**src/rtl/usb4_timer_pkg.sv**
```systemverilog
// Shared types and defaults for the USB4 sideband millisecond timeout timer.
package usb4_timer_pkg;

    typedef enum logic [0:0] {
        TMR_IDLE,
        TMR_RUN
    } tmr_state_e;

    localparam int unsigned CYCLES_PER_MS_DEF = 1000;
    localparam int unsigned TMR_W_DEF         = 10;

endpackage

```
**src/rtl/sb_ms_prescaler.sv**
```systemverilog
// Free-running sb_clk-to-millisecond prescaler; counts 0..CYCLES_PER_MS-1 while enabled.
module sb_ms_prescaler
    import usb4_timer_pkg::*;
#(
    parameter int unsigned CYCLES_PER_MS = CYCLES_PER_MS_DEF
) (
    input  logic sb_clk,
    input  logic rst,
    input  logic en,
    input  logic clr,
    output logic tick
);

    localparam int unsigned      CNT_W = $clog2(CYCLES_PER_MS);
    localparam logic [CNT_W-1:0] LAST  = CNT_W'(CYCLES_PER_MS - 1);

    logic [CNT_W-1:0] cnt_q, cnt_d;

    always_comb begin
        cnt_d = cnt_q;
        if (clr) begin
            cnt_d = '0;
        end else if (en) begin
            cnt_d = (cnt_q == LAST) ? '0 : cnt_q + 1'b1;
        end
    end

    always_ff @(posedge sb_clk or negedge rst) begin
        if (!rst) begin
            cnt_q <= '0;
        end else begin
            cnt_q <= cnt_d;
        end
    end

    // Wrap is due on the next enabled edge; the owner gates it with its own enable.
    assign tick = (cnt_q == LAST);

endmodule

```
**src/rtl/sb_timeout_timer.sv**
```systemverilog
// Millisecond timeout timer for USB4 sideband/LTSSM control, running directly on sb_clk.
// Optional macro SB_TIMER_PAUSE_EN adds a `pause` input that freezes the count in RUN.
module sb_timeout_timer
    import usb4_timer_pkg::*;
#(
    parameter int unsigned CYCLES_PER_MS = CYCLES_PER_MS_DEF,
    parameter int unsigned TMR_W         = TMR_W_DEF
) (
    input  logic             sb_clk,
    input  logic             rst,
    input  logic             start,
    input  logic             stop,
`ifdef SB_TIMER_PAUSE_EN
    input  logic             pause,
`endif
    input  logic [TMR_W-1:0] timeout_ms,
    output logic             busy,
    output logic             expired,
    output logic             ms_tick,
    output logic [TMR_W-1:0] remaining_ms
);

    tmr_state_e       state_q, state_d;
    logic [TMR_W-1:0] rem_q, rem_d;
    logic             busy_q, expired_q, expired_d, tick_q, tick_d;
    logic             pre_en, pre_clr, pre_wrap;
    logic             hold;

`ifdef SB_TIMER_PAUSE_EN
    assign hold = pause;
`else
    assign hold = 1'b0;
`endif

    sb_ms_prescaler #(
        .CYCLES_PER_MS(CYCLES_PER_MS)
    ) u_prescaler (
        .sb_clk(sb_clk),
        .rst   (rst),
        .en    (pre_en),
        .clr   (pre_clr),
        .tick  (pre_wrap)
    );

    always_comb begin
        state_d   = state_q;
        rem_d     = rem_q;
        expired_d = 1'b0;
        tick_d    = 1'b0;
        pre_en    = 1'b0;
        pre_clr   = 1'b0;

        unique case (state_q)
            TMR_IDLE: begin
                if (start && !stop) begin
                    rem_d   = timeout_ms;
                    pre_clr = 1'b1;
                    if (timeout_ms != '0) begin
                        state_d = TMR_RUN;
                    end else begin
                        expired_d = 1'b1;
                    end
                end
            end
            TMR_RUN: begin
                if (stop) begin
                    state_d = TMR_IDLE;
                    pre_clr = 1'b1;
                end else if (start) begin
                    // Restart swallows any expiry that was due this cycle.
                    rem_d   = timeout_ms;
                    pre_clr = 1'b1;
                    if (timeout_ms == '0) begin
                        state_d   = TMR_IDLE;
                        expired_d = 1'b1;
                    end
                end else if (!hold) begin
                    pre_en = 1'b1;
                    if (pre_wrap) begin
                        tick_d = 1'b1;
                        if (rem_q <= TMR_W'(1)) begin
                            rem_d     = '0;
                            expired_d = 1'b1;
                            state_d   = TMR_IDLE;
                        end else begin
                            rem_d = rem_q - 1'b1;
                        end
                    end
                end
            end
            default: begin
                state_d = TMR_IDLE;
            end
        endcase
    end

    always_ff @(posedge sb_clk or negedge rst) begin
        if (!rst) begin
            state_q   <= TMR_IDLE;
            rem_q     <= '0;
            busy_q    <= 1'b0;
            expired_q <= 1'b0;
            tick_q    <= 1'b0;
        end else begin
            state_q   <= state_d;
            rem_q     <= rem_d;
            busy_q    <= (state_d == TMR_RUN);
            expired_q <= expired_d;
            tick_q    <= tick_d;
        end
    end

    assign busy         = busy_q;
    assign expired      = expired_q;
    assign ms_tick      = tick_q;
    assign remaining_ms = rem_q;

endmodule

```
**config.mk**
```make
export PLATFORM = sky130hd
export DESIGN_NAME = sb_timeout_timer
export DESIGN_NICKNAME = d
export VERILOG_FILES = /design/src/rtl/usb4_timer_pkg.sv /design/src/rtl/sb_ms_prescaler.sv /design/src/rtl/sb_timeout_timer.sv
export SDC_FILE = /design/constraint.sdc
export NUM_CORES = 1
export LEC_CHECK = 0
export BUFFER_PORTS_ARGS = -buffer_cell sky130_fd_sc_hd__buf_2
export CORE_AREA = 2 2 68 70
export DETAILED_ROUTE_END_ITERATION = 12
export DIE_AREA = 0 0 70 72
export MAX_ROUTING_LAYER = met4
export PLACE_DENSITY_LB_ADDON = 0.05
export SYNTH_ARGS = -nofsm -noshare
export SYNTH_HDL_FRONTEND = slang
export SYNTH_SLANG_ARGS = --single-unit
export TNS_END_PERCENT = 20
```
**constraint.sdc**
```tcl
create_clock -name sb_clk -period 1.8 [get_ports sb_clk]
set_clock_uncertainty 0.2 [all_clocks]
set_input_delay 0.18 -clock sb_clk [delete_from_list [all_inputs] [get_ports sb_clk]]
set_output_delay 0.18 -clock sb_clk [all_outputs]
set_load 0.02 [all_outputs]
```
==> flow_summary.toml <==
[cells_and_area]
multi_input_area_um2 = 981
antenna_cells = 0
area_delta_synth_final_pct = 49.7
layout.area.seq_um2 = 582
stdcell_count = 276
utilization = 0.501
final_layout_size_suffix_gt1_frac = 0.442
nFillCells = 430
final_nets = 242

[timing]
hold_viol = 0
rsz0062_at_grt = "true"
setup_viol = 8
max_freq_mhz = 517
finalCritPeriodShare = 1.07
setup_ws_ps = -133
period_minus_slack_ps = 1930
slew-limit-headroom = 0.649
worstMarginPinSlew_ps = 521
finalMaxSlewViolations = 0

[routing]
vias = 1518
vias_per_cell = 5.50
drtIter0Drc = 87
wl_per_cell_um = 15.7
ant_nets = 0
drc_errors = 0
drt-pass1-iter-count = 4
finalWirelength_um = 4340

[synthesis]
async_reset_ff_frac = 1.00
ys_types = 43
ys_ff_latch = 23
synth_ff_type = "dfrtp_1"
synth_top_area_cell = "dfrtp_1"
avgSynthCellArea_um2 = 8.98
seq_area_frac_synth = 0.403
synth-edff-count = 0
synth_area_leaders = "dfrtp_1 40%, o21ai_0 4.9%, nand2_1 3.9%"
synth.mux.area_fraction = 0.0158
synth-xor-area-share = 0.0307
synthAdderAreaFrac = 0.0263
synthCells = 159
synth_nets = 176
synth_compound_area_frac = 0.233
synth_area_um2 = 1430
yosys.area.top_type_share = 0.403
ys_warn_count = 0
synth_simple_gate_area_share = 0.264
synth_top_family_by_area = "simple AND/OR/NAND/NOR gates"

[clock_tree]
clock_tree.root_cell = "clkbuf_8"
path_clk_slew_ps = 90
clockBufferDepth = 2
cts_buffers = 3
cts.sinks = 23
clk_latency_ps = 270
htree_levels = 1
tritoncts = "built"

[grt]
grt_pass1_wl_um = 7280
groute.usage.overall = 0.184
antenna_found_initial = 0
grt_overflow = 0
grt_max_degree = 24
grt_pass1_vias = 1521

[critical_path]
ff2ff_path_depth = 5
r2r_end = "remaining_ms[6]"
start_kind = "register"
crit_type = "register to register"
end_kind = "register"
cp.required_ps = 1810
r2r_slack_ps = -130
worst_ep_arrival_time_ps = 1940
regToRegStartpoint = "remaining_ms[0]"
crit_fanout = 5

[pwr]
peakVddDrop_mv = 0.349
p_leak_nw = 0.961
total_power_w = 0.00148
pwr_density_cell_nw_per_um2 = 692

[die]
die-area_um2 = 5040
core_um2 = 4260
ios = 27
die_w_um = 70
die_h_um = 72
initial_core_util = 0.335
rows = 24

[placed_design]
dp_hpwl_um = 3270
portBuffers = 26
placedCellCount = 264
detailedPlace.worstSlack_ps = -95.4
gp_congestion = 0.878

[flow_run]
cap_violations = 0

[min_path]
min_from = "start"
hold_path_end = "busy"
hp-class = "input port to register"
holdPathStages = 3

[outcome]
violations = "setup timing"
outcome = "finished, violations left"
metrics by stage:
| stage | TNS (ps) | instance area, um^2 | hold WS [ps] |
|---|---|---|---|
| 6_report | -460 | 2140 | 12.0 |
| 5_1_grt | -1620 | 2140 | 16.5 |
| 4_1_cts | -435 | 2040 | 0.439 |
| 3_3_place_gp | -279 | 1940 | -4.29 |
| 3_5_place_dp | -468 | 1940 | 4.49 |
| 2_1_floorplan | -291 | 1530 | -316 |
kinds of logic after synthesis:
kind of cell | after synthesis
adder cells (fa/ha/maj) | 3
XOR/XNOR | 5
AND/OR/NAND/NOR | 69
buffers and inverters | 10
AO/OA/AOI/OAI | 47
flip-flops | 23
multiplexers | 2
layout by cell type (no fill, tap or decap), types with 4 or more instances in the layout:
cell,n
buf_4,35
buf_2,26
dfrtp_1,18
nand2_1,14
nor2_1,13
o21ai_0,8
o21ai_1,6
nor3_1,6
a21oi_1,5
dfrtp_2,5
nor4_1,4
or3_1,4
nand3_1,4
a22o_1,4
report_power, final:
group,total (W),internal (W),switching [W],leakage (nW)
sequential,0.000618,0.000561,0.0000572,0.293
clock,0.000335,0.000158,0.000177,0.0228
combinational,0.000526,0.000241,0.000286,0.646
worst max-delay path, cell delays in order, from the launching register on:
cell and delay, ps:
dfrtp_2 460, ha_4 170, or2_4 270, a41o_4 300
or4_1 400, nand3_1 80
sequential cells by signal, indices dropped and copies added, names as in the netlist:
signal	count
ms_tick	1
remaining_ms	10
expired	1
busy	1
u_prescaler.cnt_q	10
metal layers:
metal | share of wire | routed length [um] | GRT usage | up-vias
li1 | - | - | - | 743
met1 | 0.50 | 2180 | 0.260 | 734
met2 | 0.44 | 1900 | 0.276 | 35
met3 | 0.047 | 206 | 0.0292 | 6
met4 | 0.013 | 57 | 0.0513 | 0
met5 | 0 | 0 | - | -
how the worst max path moves through the flow:
stage                       to            startpoint  depth (start not counted)
3_3_place_gp   remaining_ms[6]  u_prescaler.cnt_q[1]                          5
2_1_floorplan  remaining_ms[6]  u_prescaler.cnt_q[4]                          4
3_5_place_dp   remaining_ms[6]  u_prescaler.cnt_q[1]                          5
6_report       remaining_ms[6]       remaining_ms[0]                          5
5_1_grt        remaining_ms[6]  u_prescaler.cnt_q[1]                          5
4_1_cts        remaining_ms[6]  u_prescaler.cnt_q[1]                          5
area by class of cell:
class | instances | area share
sequential | 23 | 0.272
tap | 52 | 0.0304
clock buffer | 4 | 0.0211
multi-input combinational | 127 | 0.459
timing repair buffer | 66 | 0.209
inverter | 4 | 0.00820
synth_stat cells (2+ instances only):
cell type  instances
nor2b_1            2
nor3_1             9
nand2_1           15
nor4_1             5
mux2_2             2
a31oi_1            3
o2bb2ai_1          3
nand3_1            4
a21oi_1            5
ha_1               3
a2bb2oi_1          3
clkbuf_1           5
xnor2_1            2
nor3b_1            2
dfrtp_1           23
nand4_1            2
a22o_1             4
a211oi_1           3
or3_1              4
a32oi_1            3
or4_1              3
nor2_1            13
xor2_1             3
nand2b_1           3
o21ai_0           14
inv_1              4
repair_timing:
item | 4_1_cts | 5_1_grt
gates resized for setup | 5 | 17
hold buffers | 2 | 0
pin swaps | 5 | 6
buffers inserted | 2 | 3
endpoints found under the setup margin | 16 | 20
cloned | 0 | 1
hold endpoints to repair | 24 | 0
Note: power is estimated with default switching activity, not from simulation.
